==> config.mk <==
export PLATFORM = sky130hd
export DESIGN_NAME = snn_param_bank_memory_flat
export DESIGN_NICKNAME = d
export VERILOG_FILES = /design/src/rtl/snn_param_bank_memory_pkg.sv /design/src/rtl/snn_param_bank_memory_if.sv /design/src/rtl/snn_param_bank_memory_assembler.sv /design/src/rtl/snn_param_bank_memory.sv /design/src/flat_wrapper.sv
export SDC_FILE = /design/constraint.sdc
export NUM_CORES = 1
export LEC_CHECK = 0
export CAP_MARGIN = 10
export CORE_MARGIN = 2
export CORE_UTILIZATION = 53
export CTS_CLUSTER_DIAMETER = 60
export CTS_CLUSTER_SIZE = 20
export DETAILED_ROUTE_END_ITERATION = 10
export PLACE_DENSITY = 0.79
export SKIP_CTS_REPAIR_TIMING = 1
export SLEW_MARGIN = 10
export SYNTH_ARGS = -nofsm -noshare
export SYNTH_HDL_FRONTEND = slang
export SYNTH_SLANG_ARGS = --single-unit
==> constraint.sdc <==
create_clock -name clk -period 4.43 [get_ports clk]
set_input_delay 0.6645 -clock clk [delete_from_list [all_inputs] [get_ports clk]]
set_output_delay 0.6645 -clock clk [all_outputs]
set_load 0.03 [all_outputs]
==> src/rtl/snn_param_bank_memory_pkg.sv <==
// Shared types and elaboration helpers for the double-buffered SNN parameter memory.
package snn_mem_pkg;

    typedef enum logic [1:0] {
        IDLE,
        LOADING,
        LOADED
    } state_t;

    localparam int DEF_M  = 10;
    localparam int DEF_N  = 8;
    localparam int DEF_W  = 8;
    localparam int CHUNKS = DEF_N / DEF_W;
    localparam int AW     = $clog2(DEF_M);

    function automatic int chunks_of(input int n, input int w);
        return n / w;
    endfunction

    // A word must split into whole stream chunks.
    function automatic bit n_multiple_of_w(input int n, input int w);
        return (w > 0) && (n >= w) && ((n % w) == 0);
    endfunction

endpackage

==> src/rtl/snn_param_bank_memory_if.sv <==
// Load-stream handshake between the config front end and the parameter memory.
interface snn_param_bank_memory_if #(
    parameter int W = 8
);
    logic         load_start;
    logic [W-1:0] load_data;
    logic         load_valid;
    logic         load_ready;

    modport master (
        output load_start,
        output load_data,
        output load_valid,
        input  load_ready
    );

    modport slave (
        input  load_start,
        input  load_data,
        input  load_valid,
        output load_ready
    );
endinterface

==> src/rtl/snn_param_bank_memory_assembler.sv <==
// Collects W-bit chunks LSB-first into N-bit words; word is valid on the final chunk.
module snn_word_assembler
    import snn_mem_pkg::*;
#(
    parameter int N = 8,
    parameter int W = 8
) (
    input  logic         clk,
    input  logic         srst,
    input  logic         clear,
    input  logic         accept,
    input  logic [W-1:0] data,
    output logic [N-1:0] word,
    output logic         word_valid
);
    localparam int NCH = chunks_of(N, W);
    localparam int CW  = (NCH > 1) ? $clog2(NCH) : 1;

    logic [CW-1:0] chunk_cnt_reg;
    logic [CW-1:0] chunk_cnt_next;
    logic [N-1:0]  asm_reg;
    logic [N-1:0]  asm_next;
    logic          last_chunk;
    logic          take;

    assign take       = accept && !clear;
    assign last_chunk = (chunk_cnt_reg == CW'(NCH - 1));
    assign word_valid = take && last_chunk;

    // The incoming chunk drops into its slot combinationally, so the
    // completed word is available on the same edge that accepts it.
    generate
        for (genvar gi = 0; gi < NCH; gi++) begin : g_slot
            assign asm_next[gi*W +: W] = (take && (chunk_cnt_reg == CW'(gi)))
                                         ? data : asm_reg[gi*W +: W];
        end
    endgenerate

    assign word = asm_next;

    always_comb begin
        chunk_cnt_next = chunk_cnt_reg;
        if (take) begin
            chunk_cnt_next = last_chunk ? '0 : chunk_cnt_reg + CW'(1);
        end
    end

    always_ff @(posedge clk) begin
        if (srst || clear) begin
            chunk_cnt_reg <= '0;
            asm_reg       <= '0;
        end else begin
            chunk_cnt_reg <= chunk_cnt_next;
            asm_reg       <= word_valid ? '0 : asm_next;
        end
    end

endmodule

==> src/rtl/snn_param_bank_memory.sv <==
// Shadow/active parameter banks: stream-loaded shadow, single-cycle commit to active.
module snn_param_bank_memory
    import snn_mem_pkg::*;
#(
    parameter int M = 10,
    parameter int N = 8,
    parameter int W = 8
) (
    input  logic                     clk,
    input  logic                     reset,
    snn_param_bank_memory_if.slave   ld,
    input  logic                     commit,
    input  logic [$clog2(M)-1:0]     addr,
    output logic [N-1:0]             data_out,
    output logic [M*N-1:0]           all_data_out,
    output logic [$clog2(M+1)-1:0]   load_count,
    output logic                     load_done,
    output logic                     overflow_err
);
    localparam int PW = $clog2(M + 1);

    generate
        if (!n_multiple_of_w(N, W) || (M < 2)) begin : g_param_check
            $error("snn_param_bank_memory: need M >= 2 and N a multiple of W");
        end
    endgenerate

    state_t        state_reg, state_next;
    logic [PW-1:0] word_ptr_reg, word_ptr_next;
    logic          overflow_reg, overflow_next;
    logic          commit_fire;
    logic          accept;
    logic [N-1:0]  word;
    logic          word_valid;

    logic [N-1:0]  shadow_reg [M];
    logic [N-1:0]  active_reg [M];

    // A same-cycle restart wins over the chunk on the bus.
    assign accept = (state_reg == LOADING) && ld.load_valid && !ld.load_start;

    snn_word_assembler #(.N(N), .W(W)) u_asm (
        .clk        (clk),
        .srst       (reset),
        .clear      (ld.load_start),
        .accept     (accept),
        .data       (ld.load_data),
        .word       (word),
        .word_valid (word_valid)
    );

    always_comb begin
        state_next    = state_reg;
        word_ptr_next = word_ptr_reg;
        overflow_next = overflow_reg;
        commit_fire   = 1'b0;
        case (state_reg)
            IDLE: begin
                if (ld.load_start) begin
                    state_next    = LOADING;
                    word_ptr_next = '0;
                end
            end
            LOADING: begin
                if (ld.load_start) begin
                    word_ptr_next = '0;
                end else if (word_valid) begin
                    word_ptr_next = word_ptr_reg + PW'(1);
                    if (word_ptr_reg == PW'(M - 1)) begin
                        state_next = LOADED;
                    end
                end
            end
            LOADED: begin
                if (ld.load_valid) begin
                    overflow_next = 1'b1;
                end
                if (commit) begin
                    commit_fire   = 1'b1;
                    state_next    = IDLE;
                    word_ptr_next = '0;
                end
                if (ld.load_start) begin
                    state_next    = LOADING;
                    word_ptr_next = '0;
                end
            end
            default: begin
                state_next    = IDLE;
                word_ptr_next = '0;
            end
        endcase
    end

    always_ff @(posedge clk) begin
        if (reset) begin
            state_reg    <= IDLE;
            word_ptr_reg <= '0;
            overflow_reg <= 1'b0;
        end else begin
            state_reg    <= state_next;
            word_ptr_reg <= word_ptr_next;
            overflow_reg <= overflow_next;
        end
    end

    generate
        for (genvar gi = 0; gi < M; gi++) begin : g_bank
            always_ff @(posedge clk) begin
                if (reset) begin
                    shadow_reg[gi] <= '0;
                    active_reg[gi] <= '0;
                end else begin
                    if (word_valid && (word_ptr_reg == PW'(gi))) begin
                        shadow_reg[gi] <= word;
                    end
                    if (commit_fire) begin
                        active_reg[gi] <= shadow_reg[gi];
                    end
                end
            end
            assign all_data_out[gi*N +: N] = active_reg[gi];
        end
    endgenerate

    always_comb begin
        data_out = '0;
        if (32'(addr) < M) begin
            data_out = active_reg[addr];
        end
    end

    assign ld.load_ready  = (state_reg == LOADING);
    assign load_done      = (state_reg == LOADED);
    assign load_count     = word_ptr_reg;
    assign overflow_err   = overflow_reg;

endmodule

==> src/flat_wrapper.sv <==
// flat-port wrapper written by rule: the top's interface ports become plain ports
module snn_param_bank_memory_flat import snn_mem_pkg::*;
#(
    parameter int M = 10,
    parameter int N = 8,
    parameter int W = 8
)
  (clk, reset, commit, addr, data_out, all_data_out, load_count, load_done, overflow_err, ld_load_start, ld_load_data, ld_load_valid, ld_load_ready);
  snn_param_bank_memory_if #(.W(W)) ld_i ();
  input  logic clk;
  input  logic reset;
  input  logic commit;
  input  logic [$clog2(M)-1:0] addr;
  output logic [N-1:0] data_out;
  output logic [M*N-1:0] all_data_out;
  output logic [$clog2(M+1)-1:0] load_count;
  output logic load_done;
  output logic overflow_err;
  input wire logic [$bits(ld_i.load_start)-1:0] ld_load_start;
  input wire logic [$bits(ld_i.load_data)-1:0] ld_load_data;
  input wire logic [$bits(ld_i.load_valid)-1:0] ld_load_valid;
  output wire logic [$bits(ld_i.load_ready)-1:0] ld_load_ready;
  assign ld_i.load_start = ld_load_start;
  assign ld_i.load_data = ld_load_data;
  assign ld_i.load_valid = ld_load_valid;
  assign ld_load_ready = ld_i.load_ready;
  snn_param_bank_memory #(.M(M), .N(N), .W(W)) u_core (.clk(clk), .reset(reset), .ld(ld_i), .commit(commit), .addr(addr), .data_out(data_out), .all_data_out(all_data_out), .load_count(load_count), .load_done(load_done), .overflow_err(overflow_err));
endmodule
# After elaboration in Yosys (flattened, before gate mapping)
# Memories as Yosys holds them, arrays and structs flattened.
# Cells that the tools add are included.
[op_classes]
eq_ne = 17
n_reduce_logical = 22
bitwise = 21
addsub = 2
mux = 73
order_cmp = 1
[ops]
columns = ["operator", "n"]
rows = [
  ["$mux W8", 22],
  ["$mux W1", 38],
  ["$mux W4", 5],
  ["$or A1 B1 Y1", 20],
  ["$eq A4 B3 Y1 const B", 4],
  ["$logic_and A1 B1 Y1", 14],
  ["$mux W2", 6],
  ["$pmux W4 S3", 1],
  ["$eq A4 B2 Y1 const B", 2],
  ["$eq A4 B4 Y1 const B", 2],
  ["$ne A3 B2 Y1 const B", 2],
  ["$pmux W2 S3", 1],
  ["$reduce_and A5 Y1", 1],
  ["$add A4 B1 Y4 const B", 1],
  ["$eq A4 B1 Y1 const B", 1],
  ["$logic_not A4 Y1", 1],
  ["$lt A4 B4 Y1 const B", 1],
  ["$ne A2 B1 Y1 const B", 2],
  ["$ne A2 B2 Y1 const B", 2],
  ["$reduce_and A3 Y1", 1],
  ["$eq A2 B1 Y1 const B", 1],
  ["$eq A2 B2 Y1 const B", 1],
  ["$logic_not A2 Y1", 1],
  ["$reduce_and A2 Y1", 1],
  ["5 further kinds", 5],
]
[word_totals]
in_bits = 17
ramBits = 160
register_bits = 16
out_inout_bits = 95
word_cells = 143
memories = 2
[memory_table]
columns = ["memory", "depth", "width", "read_ports", "rd_ports_with_merged_regs", "write_ports", "line_no", "source"]
rows = [
  ["u_core.active_reg", 10, 8, 11, 0, 10, "snn_param_bank_memory.sv:37", "logic [N-1:0] active_reg [M];"],
  ["u_core.shadow_reg", 10, 8, 10, 0, 10, "snn_param_bank_memory.sv:36", "logic [N-1:0] shadow_reg [M];"],
]

# Logic depth before layout (Yosys ltp)
[depth]
depth_word = 10
depth_mapped = 6
mapped_depth_nobuf = 5

# Cells and area by module
# A second synthesis with hierarchy kept.
[unflattened]
hier_cells = 526
area_unflattened_um2 = 7519.7
[by_module_without_submodules]
columns = ["mod", "cells_each", "seq_area_each_um2", "instances", "area_per_inst_um2"]
rows = [
  ["snn_param_bank_memory", 498, 4944.7, 1, 7158.1],
  ["snn_word_assembler", 28, 160.2, 1, 361.6],
]

# Worst setup path after synthesis
# No wires, ideal clock.
[synth_path]
kind = "input-to-reg"
start = "input reset"
end = "memory u_core.active_reg[0][0] (enable)"
required_time_ns = 3.978
setup_time_ns = 0.452
t_arrival_ns = 2.924
cell_stages = 2
n_path_buf = 1
setup_slack_ns = 1.054
path_cell_list = "clkbuf_1 > nand2b_1"
[synth_rtl]
columns = ["item", "line_no", "source"]
rows = [
  ["start, declared", "flat_wrapper.sv:11", "input logic reset;"],
  ["end, declared", "snn_param_bank_memory.sv:37", ""],
]

# Worst setup path in the final report
[layout_path]
start = "input addr[1]"
end = "output data_out[1]"
[layout_via]
elab_chain_cells = 2
word_cells_on_any_way = 3
classes_between = "order compare: 1; mux: 1; memory: 1"
[layout_lines]
columns = ["item", "line_no", "source"]
rows = [
  ["start, declared", "flat_wrapper.sv:13", "input logic [$clog2(M)-1:0] addr;"],
  ["$mem_v2 Z10 W8 / $lt A4 B4 Y1 (equally long branches)", "-", ""],
  ["$mux W8 (*)", "snn_param_bank_memory.sv:128", "if (32'(addr) < M) begin"],
  ["end, declared", "flat_wrapper.sv:14", "output logic [N-1:0] data_out;"],
]
# Mark *: on every way between the ends. The rest lies on a longest branch, timed or not.

==> metrics <==
post-DR wirelength/cell=between 15 and 20 microns; clock slew seen by the registers of the worst setup and hold paths=approximately 60 ps; Leak=about 3.2 nW; Post-synth EDFFs=160; vias in the first global route=approximately 4400; Slew HR=29.1%; CTS tree=done; Power Density=between 400 and 500 mW/mm^2; cell taking the most area after synthesis=edfxtp_1; commonest non-fill, non-tap cells in the layout=edfxtp_1, clkdlybuf4s50_1, and2_1; final slew viol count=0; Vias/cell=5.58; combinational group share of total power=under 10%; critical path class=in2out; Yosys top cell area share=approximately 69%; input/output buffers=111; pre-CTS setup slack=approximately 800 ps; Yosys cell types=29; post-route antenna net violation count=0; NumNets Final=around 640; Worst Hold Slack=approximately 480 ps; Routed WL=~16000 microns; n_diodes=0; yosys warns=0; most common cell after layout, fill and taps aside=edfxtp_1; Pre-Repair DR Iteration Count=5; IR drop worst, VDD=roughly 0.00023 V; average cell area after synthesis=around 14 sq um; Mapped Area=roughly 0.0070 sq mm; final cell count without fillers=around 800; post-layout util=approximately 70%; global-route wire length before repair=23900 microns; CP bufs+invs=2; most frequent CP cell=clkdlybuf4s50_1; antenna violations before repair=0; largest fanout on the critical path=9; clk_lat worst skew=approximately 430 ps; dpl cell area=between 0.008 and 0.009 sq mm; Setup-failing EPs final=0; critical path's slowest cell=clkdlybuf4s50_1; Chip Height=~120 microns; number of synthesized register bits=around 170; Tmin final=3630 ps; Synth Instances=approximately 500; register share of total power=49.1%; outcome=finished clean; Rows=between 40 and 50; crit path DAT=between 2000 and 3000 ps; largest net degree at the start of global routing=81; Clock Skew=~7.2 ps; main flop type after synthesis=edfxtp_1; switching power=0.794 mW; vias=between 4000 and 5000; Worst Hold Class=reg2reg; DRC Markers=0; Max Root-Sink Buffers=2; H-tree lvl count=4; Async SR Flop Fraction=0%; part of the Yosys area used for sequential elements=slightly above 70%; HPWL Detailed=11000 microns; final worst slack=~800 ps; GP Congestion=around 0.9; Max-Cap Viols=0; actual slew at the worst max-slew pin=1060 ps; Critical Path, Cell by Cell=clkdlybuf4s50_1 -> nor2_1 -> nand2_1 -> o22ai_1 -> clkdlybuf4s50_1; Clock power frac=43.2%; Num CTS Buffers=17; post-route cell area=slightly below 0.009 sq mm; final hold vios=0; Placed Cells=around 770; 1st-iter DRT viols=between 300 and 400; die width=~120 microns; CP max stage delay=~710 ps; type of origin of the critical path=input pin; grt ovf=0; CP Capture Type=output pin; total chip power=between 3 and 4 mW; num ports=roughly 110; Filler cells=roughly 890; WP data required=between 3000 and 4000 ps; switch share=between 20% and 30%; RSZ-0062 raised after global routing=false; Core Region=0.0127 sq mm; starting density of the core=~55%; clock tree root buffer cell=clkbuf_16; GRT Resource Usage Total=between 20 and 25%; f_max=0.275 GHz; clk sinks=167; CP top delay family=buffers and inverters; Cell Int Power=approximately 2.9 mW; period utilisation layout=82.0%; setup TNS=0 ps; Mapped Nets=about 530; synth top area cells=edfxtp_1, and2_1, mux2i_1; Area Overhead vs Synth=27.4%; share of layout cells above drive strength 1=under 10%; die area=about 0.014 sq mm
per-layer routing:
metal | track usage [%] | vias up | wire length, microns
li1 | - | 2017 | -
met1 | 27.6 | 2188 | 6170
met2 | 40.2 | 217 | 8200
met3 | 6.42 | 37 | 1220
met4 | 8.85 | 0 | 391
met5 | 0 | - | 0
cell type report:
cell class	instances	area, sq um	area share [%]
clock buffers	18	429	4.83
clock inverters	14	206	2.32
inverters	3	11.3	0.127
multi-input cells	309	1920	21.6
flip-flops and latches	167	4940	55.6
well taps	172	215	2.42
repair buffers	116	1160	13.0
worst reg2reg max path, cell delays in order (launching register included):
cell and delay, ps:
dfxtp_1 390, and4bb_2 400, nand2_1 510, o21bai_1 890
path summary, 6_finish.rpt:
check                             to  cells after the start  slack [ps]           startpoint
max                      data_out[1]                      5         800              addr[1]
min              u_core.overflow_err                      2         480  u_core.overflow_err
max reg2reg  u_core.shadow_reg[7][6]                      3        1850  u_core.state_reg[0]
min reg2reg      u_core.overflow_err                      2         480  u_core.overflow_err
synthesized netlist by cell type, types with 2 or more instances:
cell type and count:
inv_1 3, buf_1 3, nand2_1 32, a21oi_1 3, a31o_2 4, ha_1 4
o22ai_1 8, nor2_1 74, nand3_1 2, o21ai_0 2, a22oi_1 17, buf_2 10
mux2i_1 41, nor3_2 3, and2_1 97, dfxtp_1 7, o21bai_1 6, nor2b_1 4
nand2b_1 4, edfxtp_1 160, clkbuf_1 12
power by group through the flow:
| stage | combinational, mW | sequential (mW) | clock [mW] |
|---|---|---|---|
| 4_1_cts | 0.283 | 1.80 | 1.59 |
| 3_5_place_dp | 0.282 | 1.84 | 0 |
| 2_1_floorplan | 0.104 | 1.88 | 0 |
| 6_report | 0.282 | 1.80 | 1.58 |
| 5_1_grt | 0.294 | 1.81 | 1.65 |
| 3_3_place_gp | 0.277 | 1.83 | 0 |
kinds of logic after synthesis:
| group | after synthesis | share of synthesized area [%] |
|---|---|---|
| adder cells (fa/ha/maj) | 4 | 0.718 |
| AO/OA/AOI/OAI | 44 | 4.63 |
| AND/OR/NAND/NOR | 220 | 16.2 |
| buffers and inverters | 28 | 1.69 |
| flip-flops | 167 | 70.9 |
| multiplexers | 41 | 5.89 |
No activity file was read; power rests on OpenSTA's default activity.
==> patch (config.mk and constraints unchanged) <==
The 3 states of `state_t` get a one-hot encoding in 3 bits.
--- a/src/rtl/snn_param_bank_memory_pkg.sv
+++ b/src/rtl/snn_param_bank_memory_pkg.sv
@@ -1,10 +1,10 @@
 // Shared types and elaboration helpers for the double-buffered SNN parameter memory.
 package snn_mem_pkg;
 
-    typedef enum logic [1:0] {
-        IDLE,
-        LOADING,
-        LOADED
+    typedef enum logic [2:0] {
+        IDLE    = 3'b001,
+        LOADING = 3'b010,
+        LOADED  = 3'b100
     } state_t;
 
     localparam int DEF_M  = 10;
Check against the original RTL: no difference found for any inputs over 4 cycles, from zero or initial values and one cycle with reset high; so few cycles prove little.
==> patch against the unedited design <==
Power shrank 1.4%; maximum frequency grew 9.7%; area after synthesis is 3.4% higher; largest cell class unchanged; routed wire length up 5.6%; cell count increased by 2.6%; worst setup slack better by 0.32 ns; sequential cell count up 1; cell area rose by 1.1%.
==> patch: results (changes against the unedited design) <==
status finished clean (unchanged); initial drt markers 429 (was 362); first-pass GRT wire length 25620 um (was 23920 um); Diodes inserted 0 (unchanged); drt total wl 16870 um (was 15980 um); nets 653 (was 635); largest net degree at the start of global routing 81 (unchanged); Worst-Skew Late Latency 0.43 ns (about the same); register area share after synthesis 68.84% (was 70.91%); relative slew slack 29.46% (was 29.10%); via/cell ratio 5.616 (was 5.581); Worst IR Drop VDD 0.0003031 V (was 0.0002273 V); RR Endpoint u_core.active_reg[8][7] (was u_core.shadow_reg[7][6]); Switch Pwr 0.0008541 W (was 0.0007939 W); Yosys top cell area share 66.62% (was 68.90%); Worst Hold Depth 2 (unchanged); GPL Wtd Cong 0.9682 (was 0.8979); R2R Setup Slk 1.90 ns (was 1.85 ns); layout cell share with drive strength beyond 1 5.901% (was 7.177%); Worst Skew 0.009158 ns (was 0.007197 ns); FF-to-FF path depth 4 (was 3); Critical path origin addr[1] (unchanged); syn nets 554 (was 525); largest fanout on the critical path 8 (was 9); vias in the first global route 4441 (was 4429); Yosys cell types 40 (was 29); Fillers 939 (was 891); synth cell count leaders 160 x edfxtp_1, 82 x and2_1, 60 x nor2_1 (was 160 x edfxtp_1, 97 x and2_1, 74 x nor2_1); GRT Total Usage 24.04% (was 23.22%); Post-synth EDFFs 160 (unchanged); Worst path max stage delay 0.61 ns (was 0.71 ns); DP HPWL 11640 um (was 10980 um); R2R Path Start u_core.state_reg[2] (was u_core.state_reg[0]); critical path arrival 2.65 ns (was 2.97 ns); leakage power 3.414 nW (was 3.235 nW); synth top area cells edfxtp_1 67%, and2_1 7.1%, mux2i_1 5.6% (was edfxtp_1 69%, and2_1 8.7%, mux2i_1 5.9%)
-- patch: critical path: cells and delay by family --
kind | cells | cell delay (ns)
AOI/OAI and AO/OA | 2 | 0.26
buffers and inverters | 2 | 1.12
and+or+nand+nor | 2 | 0.59
-- patch: layout make-up --
| class | count | area [sq um] | share of cell area, % |
|---|---|---|---|
| Multi-Input combinational cell | 327 | 2077 | 23.13 |
| Inverter | 3 | 11.26 | 0.1254 |
| Clock buffer | 18 | 429.2 | 4.778 |
| Timing Repair Buffer | 115 | 1149 | 12.79 |
| Tap cell | 176 | 220.2 | 2.452 |
| Clock inverter | 13 | 130.1 | 1.449 |
| Sequential cell | 168 | 4965 | 55.28 |
-- patch: power by group through the flow --
stage	clock (W)	sequential (W)	combinational [W]
6_report	0.00141	0.00185	0.000361
5_1_grt	0.00147	0.00185	0.000378
4_1_cts	0.00142	0.00185	0.000362
3_5_place_dp	0	0.00188	0.000360
3_3_place_gp	0	0.00187	0.000355
2_1_floorplan	0	0.00194	0.000135
-- patch: how the worst max path moves through the flow --
stage	end	slack, ns	depth (start not counted)
2_1_floorplan	u_core.active_reg[0][0]	1.12	3
3_3_place_gp	data_out[2]	1.20	6
3_5_place_dp	data_out[4]	1.11	7
4_1_cts	data_out[4]	1.11	7
5_1_grt	data_out[3]	1.00	6
6_report	data_out[1]	1.12	6
-- patch: cell families (layout without fill, tap and decap cells) --
family                     count (synthesis)  in the layout  synth area share [%]
adders and majority gates                  4              4                0.6940
muxes                                     40             40                 5.552
buffers and inverters                     38            149                 2.377
and+or+nand+nor                          229            229                 17.33
AOI/OAI and AO/OA                         53             53                 5.083
DFF                                      168            168                 68.84
xor gates and xnor gates                   1              1                0.1215
-- patch: metrics by stage --
stage               hold slack [ns]  instance area (sq um)  power, W  cells  setup slack (ns)
finish                       0.4793                   8981  0.003617    820             1.120
global route                 0.5181                   8981  0.003703    820             1.004
CTS                          0.4872                   8981  0.003623    820             1.112
detailed placement           0.4777                   8422  0.002239    789             1.113
global placement             0.4564                   8422  0.002229    789             1.196
floorplan                    0.4967                   7212  0.002075    533             1.115
-- patch: layer usage --
metal / share of wire (%) / wire, um / track usage [%]
met1: 42 / 7005 / 31.80
met2: 50 / 8492 / 39.97
met3: 5.9 / 1002 / 4.340
met4: 2.2 / 369 / 8.939
met5: 0 / 0 / 0
